**config.mk**
```make
export PLATFORM = sky130hd
export DESIGN_NAME = lanes_deserializer
export DESIGN_NICKNAME = d
export VERILOG_FILES = /design/src/rtl/lanes_deserializer.sv
export SDC_FILE = /design/constraint.sdc
export NUM_CORES = 1
export LEC_CHECK = 0
export CORE_ASPECT_RATIO = 0.5
export CORE_MARGIN = 3
export CORE_UTILIZATION = 55
export CTS_CLUSTER_DIAMETER = 60
export DETAILED_ROUTE_END_ITERATION = 12
export DONT_BUFFER_PORTS = 1
export PLACE_DENSITY = 0.7
export SYNTH_ARGS = -nofsm -noshare
export SYNTH_HDL_FRONTEND = slang
export SYNTH_SLANG_ARGS = --single-unit
export TNS_END_PERCENT = 50
```
**constraint.sdc**
```tcl
create_clock -name clk -period 6.2 [get_ports clk]
set_input_delay 1.24 -clock clk [delete_from_list [all_inputs] [get_ports clk]]
set_output_delay 1.24 -clock clk [all_outputs]
set_load 0.01 [all_outputs]
```
**src/rtl/lanes_deserializer.sv**
```systemverilog
// Two-lane receive deserializer: rebuilds parallel blocks from the lane bit
// streams and aligns on Gen2/Gen3 sync headers before qualifying output.
module lanes_deserializer #(
  parameter int WIDTH      = 132,
  parameter int LOCK_CNT   = 4,
  parameter int UNLOCK_CNT = 8
) (
  input  logic             clk,
  input  logic             rst,
  input  logic             enable_deser,
  input  logic [1:0]       gen_speed,
  input  logic             lane_0_rx_ser,
  input  logic             lane_1_rx_ser,
  output logic [WIDTH-1:0] lane_0_rx_parallel,
  output logic [WIDTH-1:0] lane_1_rx_parallel,
  output logic             rx_valid,
  output logic             block_lock,
  output logic             descr_rst,
  output logic             enable_descr
);

  localparam int CW = $clog2(WIDTH + 1);
  localparam int GW = $clog2(LOCK_CNT + 1);
  localparam int BW = $clog2(UNLOCK_CNT + 1);

  typedef enum logic {HUNT, LOCKED} state_t;

  function automatic logic [CW-1:0] blk_len(input logic [1:0] g);
    case (g)
      2'b01:   return CW'(132);
      2'b10:   return CW'(66);
      default: return CW'(8);
    endcase
  endfunction

  function automatic logic hdr_ok(input logic [3:0] h, input logic gen3);
    logic v;
    v = h[1] ^ h[0];
    if (gen3) v = v && (h[3:2] == h[1:0]);
    return v;
  endfunction

  state_t           state_q, state_d;
  logic [GW-1:0]    good_q, good_d;
  logic [BW-1:0]    bad_q, bad_d;
  logic             slip_q, slip_d;
  logic [1:0]       gen_q;

  logic [CW-1:0]    cnt_p0;
  logic [WIDTH-1:0] sr0_p0, sr1_p0;
  logic [WIDTH-1:0] word0_p1, word1_p1;
  logic             vld_p1, dr_p1, edescr_p1;

  logic             gen4, gen3, restart, take, bnd, hdr_good;
  logic [CW-1:0]    n;
  logic [WIDTH-1:0] mask, nxt0, nxt1;

  // Stage p0: next shift-register contents and boundary decode
  always_comb begin
    gen4    = (gen_speed == 2'b00) || (gen_speed == 2'b11);
    gen3    = (gen_speed == 2'b01);
    n       = blk_len(gen_speed);
    mask    = {WIDTH{1'b1}} >> (CW'(WIDTH) - n);
    restart = !enable_deser || (gen_speed != gen_q);
    take    = !restart && !slip_q;
    bnd     = take && (cnt_p0 == n - CW'(1));
    if (gen4) begin
      nxt0 = {sr0_p0[WIDTH-2:0], lane_0_rx_ser} & mask;
      nxt1 = {sr1_p0[WIDTH-2:0], lane_1_rx_ser} & mask;
    end else begin
      nxt0 = ((sr0_p0 >> 1) | (WIDTH'(lane_0_rx_ser) << (n - CW'(1)))) & mask;
      nxt1 = ((sr1_p0 >> 1) | (WIDTH'(lane_1_rx_ser) << (n - CW'(1)))) & mask;
    end
    hdr_good = hdr_ok(nxt0[3:0], gen3) && hdr_ok(nxt1[3:0], gen3);
  end

  // Alignment FSM: a failed header while hunting drops the next bit (slip)
  always_comb begin
    state_d = state_q;
    good_d  = good_q;
    bad_d   = bad_q;
    slip_d  = 1'b0;
    if (restart) begin
      state_d = HUNT;
      good_d  = '0;
      bad_d   = '0;
    end else if (bnd) begin
      if (gen4) begin
        state_d = LOCKED;
        good_d  = '0;
        bad_d   = '0;
      end else begin
        case (state_q)
          HUNT: begin
            if (hdr_good) begin
              if (good_q == GW'(LOCK_CNT - 1)) begin
                state_d = LOCKED;
                good_d  = '0;
                bad_d   = '0;
              end else begin
                good_d = good_q + GW'(1);
              end
            end else begin
              good_d = '0;
              slip_d = 1'b1;
            end
          end
          LOCKED: begin
            if (hdr_good) begin
              bad_d = '0;
            end else if (bad_q == BW'(UNLOCK_CNT - 1)) begin
              state_d = HUNT;
              good_d  = '0;
              bad_d   = '0;
            end else begin
              bad_d = bad_q + BW'(1);
            end
          end
        endcase
      end
    end
  end

  always_ff @(posedge clk or negedge rst) begin
    if (!rst) begin
      state_q <= HUNT;
      good_q  <= '0;
      bad_q   <= '0;
      slip_q  <= 1'b0;
      gen_q   <= 2'b00;
    end else begin
      state_q <= state_d;
      good_q  <= good_d;
      bad_q   <= bad_d;
      slip_q  <= slip_d;
      gen_q   <= gen_speed;
    end
  end

  // Stage p1: word capture and one-cycle strobes
  always_ff @(posedge clk or negedge rst) begin
    if (!rst) begin
      cnt_p0    <= '0;
      sr0_p0    <= '0;
      sr1_p0    <= '0;
      word0_p1  <= '0;
      word1_p1  <= '0;
      vld_p1    <= 1'b0;
      dr_p1     <= 1'b0;
      edescr_p1 <= 1'b0;
    end else begin
      vld_p1    <= 1'b0;
      dr_p1     <= 1'b0;
      edescr_p1 <= !restart && (state_q == LOCKED);
      if (restart) begin
        cnt_p0 <= '0;
        sr0_p0 <= '0;
        sr1_p0 <= '0;
      end else if (take) begin
        sr0_p0 <= nxt0;
        sr1_p0 <= nxt1;
        if (bnd) begin
          cnt_p0   <= '0;
          word0_p1 <= nxt0;
          word1_p1 <= nxt1;
          dr_p1    <= 1'b1;
          vld_p1   <= (state_q == LOCKED);
        end else begin
          cnt_p0 <= cnt_p0 + CW'(1);
        end
      end
    end
  end

  assign lane_0_rx_parallel = word0_p1;
  assign lane_1_rx_parallel = word1_p1;
  assign rx_valid           = vld_p1;
  assign descr_rst          = dr_p1;
  assign enable_descr       = edescr_p1;
  assign block_lock         = (state_q == LOCKED);

endmodule
```
Word-level counts from Yosys, hierarchy flattened:

Index checks and enable logic that the tools add are counted.

* register bits: 550
* word-level logic and storage cells: 108

* add/subtract/negate cells: 5
* equal/unequal tests: 13
* shift-type cells: 3
* multiplexer cells: 47
* bitwise operators: 10
* reduce and logical (&&, ||, !) cells: 17

Operator list (count)
* $mux W132: 6
* $and A132 B132 Y132: 4
* $or A131 B132 Y132: 2
* $shl A1 B8 Y132: 2
* $shr A132 B8 Y132 const A: 1
* $mux W4: 7
* $mux W8: 3
* $mux W3: 7
* $mux W1: 20
* $pmux W8 S2: 1
* $ne A4 B4 Y1 const B: 3
* $reduce_and A3 Y1: 3
* $add A8 B1 Y8 const B: 1
* $eq A8 B8 Y1: 1
* $pmux W4 S2: 1
* $sub A8 B1 Y8 const B: 1
* $sub A8 B8 Y8 const A: 1
* $logic_and A1 B1 Y1: 6
* $pmux W3 S2: 1
* $add A4 B1 Y4 const B: 1
* $eq A2 B2 Y1: 2
* $eq A2 B2 Y1 const B: 2
* $eq A4 B3 Y1 const B: 1
* $ne A4 B1 Y1 const B: 1
* other kinds (11): 17

Depth between registers and ports, before layout:

Gate-level depths: netlist of the first run.

* depth in word-level cells: 16
* mapped depth: 12
* mapped depth without buffers: 8

Least setup slack after synthesis of the first run:

No wires, ideal clock.

* kind: input port to flip-flop
* from: input gen_speed[0]
* to: register bad_q[1]
* arrival: 3.176 ns
* setup slack: 2.899 ns
* stages: 9
* cell sequence: inv_1 ha_1 buf_6 buf_6 o311a_1 mux2i_1 o21ai_2 o211ai_2 mux2_4

* cells in the longest elaborated chain, start to end: 16

Ends and longest elaborated chain
* start, declared: RTL line 11 `input logic [1:0] gen_speed,`
* branches (longest 16 deep; another with $sub A8 B8 Y8)
* end signal, assigned: RTL line 128 `bad_q <= '0;`
* end signal, assigned: RTL line 134 `bad_q <= bad_d;`
* end, declared: RTL line 45 `logic [BW-1:0] bad_q, bad_d;`

Several ways; the timed one is not identified. The select of a mux whose other input is x is not followed.
A chain may end at the register's enable or synchronous reset.

Worst setup path after layout of the first run:

Same ends and word-level chain as after synthesis.

==> results of run 1 <==
[metal layers]
layer	up-vias	GRT usage	share of wire
met5	-	0	0
met4	0	0.0559	0.024
met3	76	0.0414	0.043
met2	266	0.364	0.49
met1	7858	0.291	0.44
li1	7709	-	-
[power groups by stage]
| stage | Sequential [mW] | Combinational, mW | Clock, mW |
|---|---|---|---|
| 3_5_place_dp | 3.66 | 0.207 | 0 |
| 5_1_grt | 3.59 | 0.223 | 3.42 |
| 6_report | 3.59 | 0.206 | 3.19 |
| 3_3_place_gp | 3.66 | 0.207 | 0 |
| 4_1_cts | 3.59 | 0.207 | 3.27 |
| 2_1_floorplan | 3.66 | 0.171 | 0 |
[registers in the layout, indices dropped and copies added (netlist names), 2 cells and up]
register            flops
cnt_p0                  8
lane_0_rx_parallel    132
sr0_p0                132
gen_q                   2
bad_q                   4
lane_1_rx_parallel    132
good_q                  3
sr1_p0                132
[cells in the final DEF (no fill, tap or decap), drive strengths merged, types with 7 or more instances in the layout]
cell type	instances
mux2i	10
dfrtp	550
inv	10
nor3	11
nor2	305
nand2	546
clkinv	10
xor2	7
o21ai	149
a22o	115
clkbuf	74
mux2	143
nand3b	113
buf	16
ha	7
a21oi	150
[stage by stage]
stage / utilization / setup WS, ns / total power [mW] / instance area (um^2)
3_5_place_dp: 0.573 / 1.99 / 3.87 / 23700
3_3_place_gp: 0.573 / 2.03 / 3.87 / 23700
2_1_floorplan: - / 2.90 / 3.83 / 23500
6_report: 0.615 / 2.59 / 6.98 / 25400
5_1_grt: 0.615 / 2.42 / 7.23 / 25400
4_1_cts: 0.615 / 2.61 / 7.07 / 25400
[worst max-delay path: stages]
cell and delay [ns]:
inv_1 0.05, ha_4 0.63, buf_4 0.54, mux2_2 0.42, and3_1 0.18, mux2i_1 0.20, o21ai_2 0.17, o211ai_2 0.30
mux2_4 0.32
[final timing paths]
kind | startpoint | end | cells after the start | slack (ns)
worst max-delay path | gen_speed[0] | bad_q[1] | 9 | 2.59
worst min-delay path | rst | lane_0_rx_parallel[25] | 0 | 0.39
worst max register to register | gen_q[0] | lane_1_rx_parallel[41] | 6 | 3.13
worst min register to register | sr1_p0[57] | sr1_p0[56] | 1 | 0.52
max in group asynchronous | rst | sr1_p0[78] | 0 | 4.50
min in group clk | sr1_p0[57] | sr1_p0[56] | 1 | 0.52
[cell families (layout without fill, tap and decap cells)]
group | Yosys count | after routing | share of synthesized area
buffers and inverters | 192 | 115 | 0.0337
xor gates and xnor gates | 11 | 11 | 0.00410
DFF | 550 | 550 | 0.585
muxes | 153 | 153 | 0.0729
AOI/OAI and AO/OA | 437 | 437 | 0.115
and+or+nand+nor | 1011 | 1011 | 0.185
adders and majority gates | 7 | 7 | 0.00372
[layout make-up]
type | count | area (um^2)
tap | 567 | 709
sequential | 550 | 13800
clock inverter | 16 | 201
timing repair buffer | 16 | 158
inverter | 9 | 33.8
clock buffer | 74 | 1500
multi-input combinational | 1619 | 9020
fill | 3429 | 15900
==> results_dict.tcl, run 1 <==
set metrics [dict create \
    detail-route-antenna-nets 0 \
    post_cts_resized 0 \
    antenna_found_initial 0 \
    core.rowCount 52 \
    worst_setup_path_start_kind "input pin" \
    synth.most_common_cell "dfrtp_1" \
    grt_pass1_vias 15400 \
    grt_max_degree 551 \
    syn-cell-area_um2 23500 \
    fin_nets 2259 \
    slew_violations 131 \
    syn_avg_cell_area_um2 9.96 \
    peakVddDrop_mv 0.170 \
    vias 15900 \
    cp_max_fo 44 \
    synth_enable_flop_cells 0 \
    setup-tns-final_ns 0 \
    status "finished with violations" \
    fmax_mhz 277 \
    ys_types 51 \
    instances_no_fill 2851 \
    synth_commonest_cells "dfrtp_1 (550), nand2_1 (546), nor2_1 (305)" \
    syn_nets 2375 \
    post-route-min-period_ns 3.61 \
    grt_pass1_wl_um 82700 \
    drive_above_1_share 0.110 \
    drc 0 \
    synth_ff_type "dfrtp_1" \
    overflow 0 \
    first_iter_violations 1114 \
    worst_slew_pin_slew_ns 1.65 \
    dr.pass1.iters 5 \
    ys_seq_area_frac 0.585 \
    die_h_um 152 \
    swShare 0.211 \
    coreArea_um2 41300 \
    setup_viol 0 \
    required_ns 6.65 \
    cts.sinks 550 \
    violations "slew limit" \
    hp-class "in -> async" \
    initial_core_util 0.569 \
    p_leak_nw 12.3 \
    p_per_area_nw_per_um2 275 \
    clkPwrFrac 0.456 \
    wl_per_cell_um 17.5 \
    die_w_um 298 \
    async_reset_ff_frac 1.00 \
    n_antenna_cell 0 \
    clk_latency_ns 0.56 \
    synth_cells 2361 \
    synthTopCellsByArea "dfrtp_1 (59%), nand2_1 (8.7%), mux2_2 (6.8%)" \
    finalHoldViolations 0 \
    cts_buffer_depth 3 \
    place_inst 2761 \
    grt_use_total 0.216 \
    fin_hold_ws_ns 0.393 \
    drv_cap 0 \
    p_int_mw 5.51 \
    rsz0062_at_grt "no" \
    slew-limit-headroom -0.0986 \
    cts_tree "yes" \
    viasPerCell 5.58 \
    syn_to_final_growth_pct 7.96 \
    power_frac_seq 0.514 \
    ioPinCount 275 \
    crit_arrival_ns 4.06 \
    hpwl_um 29100 \
    fp.dieArea_um2 45400 \
    ys_warn_count 0 \
    htree_levels 2 \
    cts_setup_buffers 0 \
    routed_wl_um 49800 \
    path_clk_slew_ns 0.07 \
    period_share 0.582 \
    synth_top_area_cell "dfrtp_1" \
    skew_ns 0.0110 \
    endpoint_kind "register" \
    cts_hold_buf 0 \
    numCtsBuffers 49 \
    ys_seq_elements 550 \
    synth_top_area_share 0.585 \
    clockRootBuffer "clkbuf_16" \
    switching_power_mw 1.47 \
    gp_congestion 0.774 \
    comb_power_share 0.030 \
    port_buffers 0 \
    crit_type "in -> reg" \
]
Note: power is estimated with default switching activity, not from simulation.
==> inputs of run 2 (changes only) <==
==> constraint.sdc (replaced) <==
create_clock -name clk -period 3.7 [get_ports clk]
set_input_delay 0.74 -clock clk [delete_from_list [all_inputs] [get_ports clk]]
set_output_delay 0.74 -clock clk [all_outputs]
set_load 0.01 [all_outputs]
==> run 2 against run 1 <==
Effect of this change:
- the flow finishes with violations (hold timing)
- global-route usage rose by 0.092 points
- core utilization about the same
- highest routed layer unchanged
- first-iteration DRC count up 3.4%
- die area stayed put
- worst hold slack got worse by 0.51 ns
- sequential cell count is the same
- via count rose by 0.65%
- sequential share of layout area hardly changed
- clock power increased by 63%
- combinational power rose by 70%
- register-to-register slack got worse by 2.1 ns
- critical path type unchanged
- total power rose by 66%
==> results_dict.tcl, run 2 (same netlist as run 1, synthesis figures left out) <==
set metrics [dict create \
    drc 0 \
    numCtsBuffers 48 \
    grt_max_degree 551 \
    port_buffers 0 \
    slew-limit-headroom 0.295 \
    cp_max_fo 33 \
    path_clk_slew_ns 0.07 \
    p_leak_nw 12.3 \
    drv_cap 0 \
    detail-route-antenna-nets 0 \
    worst_slew_pin_slew_ns 1.06 \
    hp-class "in -> async" \
    cts.sinks 550 \
    layout_commonest_cell "dfrtp_1" \
    skew_ns 0.0197 \
    worst_setup_path_start_kind "input pin" \
    wl_per_cell_um 17.4 \
    finalHoldViolations 89 \
    clockRootBuffer "clkbuf_16" \
    hpwl_um 29500 \
    fin_nets 2262 \
    cts_tree "yes" \
    most-common-layout-cells "dfrtp_1 (549), nand2_1 (546), nor2_1 (305)" \
    initial_core_util 0.569 \
    cp_top_family "compound AO/OA/AOI/OAI gates" \
    path_cells "inv_1 > ha_4 > buf_4 > o311a_1 > mux2i_1 > o21ai_2 > a2111oi_0 > nor3_1" \
    grt_pass1_vias 15600 \
    ioPinCount 275 \
    p_per_area_nw_per_um2 456 \
    fp.dieArea_um2 45400 \
    endpoint_kind "register" \
    status "finished with violations" \
    viasPerCell 5.62 \
    core.rowCount 52 \
    fmax_mhz 377 \
    vias 16000 \
    crit_type "in -> reg" \
    nFillCells 3382 \
    gp_congestion 0.764 \
    crit_buf_inv 2 \
    die_h_um 152 \
    setup-tns-final_ns 0 \
    rsz0062_at_grt "no" \
    dr.pass1.iters 5 \
    overflow 0 \
    seq_area_um2 13800 \
    die_w_um 298 \
    slew_violations 0 \
    max_stage_delay_ns 0.52 \
    cts_buffer_depth 3 \
    multi_input_comb_area_um2 9020 \
    cp_slowest_cell "a2111oi_0" \
    grt_pass1_wl_um 83300 \
    setup_viol 0 \
    peakVddDrop_mv 0.315 \
    n_antenna_cell 0 \
    grt_use_total 0.217 \
    antenna_found_initial 0 \
    required_ns 4.13 \
    fin_hold_ws_ns -0.116 \
    final_core_utilization 0.614 \
    first_iter_violations 1152 \
    htree_levels 2 \
    crit_arrival_ns 3.08 \
    pre_cts_ws_ns 0.522 \
    syn_to_final_growth_pct 7.93 \
    clk_latency_ns 0.56 \
    violations "hold timing" \
    drive_above_1_share 0.110 \
    worst_slack_ns 1.05 \
    period_share 0.717 \
    routed_wl_um 49600 \
    post-route-min-period_ns 2.65 \
    coreArea_um2 41300 \
]
run 2: per-layer routing:
metal	global-route usage	routed length, um	vias to the layer above
met5	0	0	-
met4	0.0556	1140	0
met3	0.0438	2140	69
met2	0.361	24000	246
met1	0.295	22300	7965
li1	-	-	7733
run 2: layout make-up:
cell class                      count  share of cell area
Multi-Input combinational cell   1619               0.355
Inverter                            9             0.00133
Clock inverter                     16             0.00863
Sequential cell                   550               0.542
Tap cell                          567              0.0279
Timing Repair Buffer               20             0.00937
Clock buffer                       68              0.0551
run 2: report_power, final:
group	leakage (nW)	internal, mW	switching [mW]
sequential	7.68	6.01	0.00390
combinational	3.80	0.130	0.220
clock	0.799	2.98	2.22
total	12.3	9.12	2.44
run 2: stage by stage:
stage	instances	power (mW)	instance area (um^2)	hold slack, ns
after floorplan	2361	6.42	23500	0.444
after global placement	2765	6.48	23800	0.465
after detailed placement	2765	6.48	23800	0.465
after CTS	2849	11.7	25400	-0.138
after global routing	2849	12.0	25400	-0.148
final	2849	11.6	25400	-0.116
run 2: final timing paths:
path | to | depth (start not counted) | start | slack, ns
min reg2reg | sr1_p0[7] | 2 | sr1_p0[7] | 0.52
min | lane_0_rx_parallel[27] | 0 | rst | -0.12
min in group clk | gen_q[0] | 0 | gen_speed[0] | 0.21
max in group asynchronous | lane_1_rx_parallel[69] | 0 | rst | 3.03
max reg2reg | block_lock | 5 | gen_q[1] | 1.05
max | block_lock | 8 | gen_speed[0] | 1.05
run 2: what timing repair did:
action	4_1_cts	5_1_grt
endpoints found under the hold margin	550	550
resized for setup	0	0
setup buffers	0	0
endpoints found under the setup margin	0	0
run 2: worst reg2reg max path, stage by stage (launching register included):
cell and delay (ns):
dfrtp_1 0.37, xnor2_1 0.35, nand3_4 0.34, or3_4 0.78, a2111oi_0 0.57, nor3_1 0.10
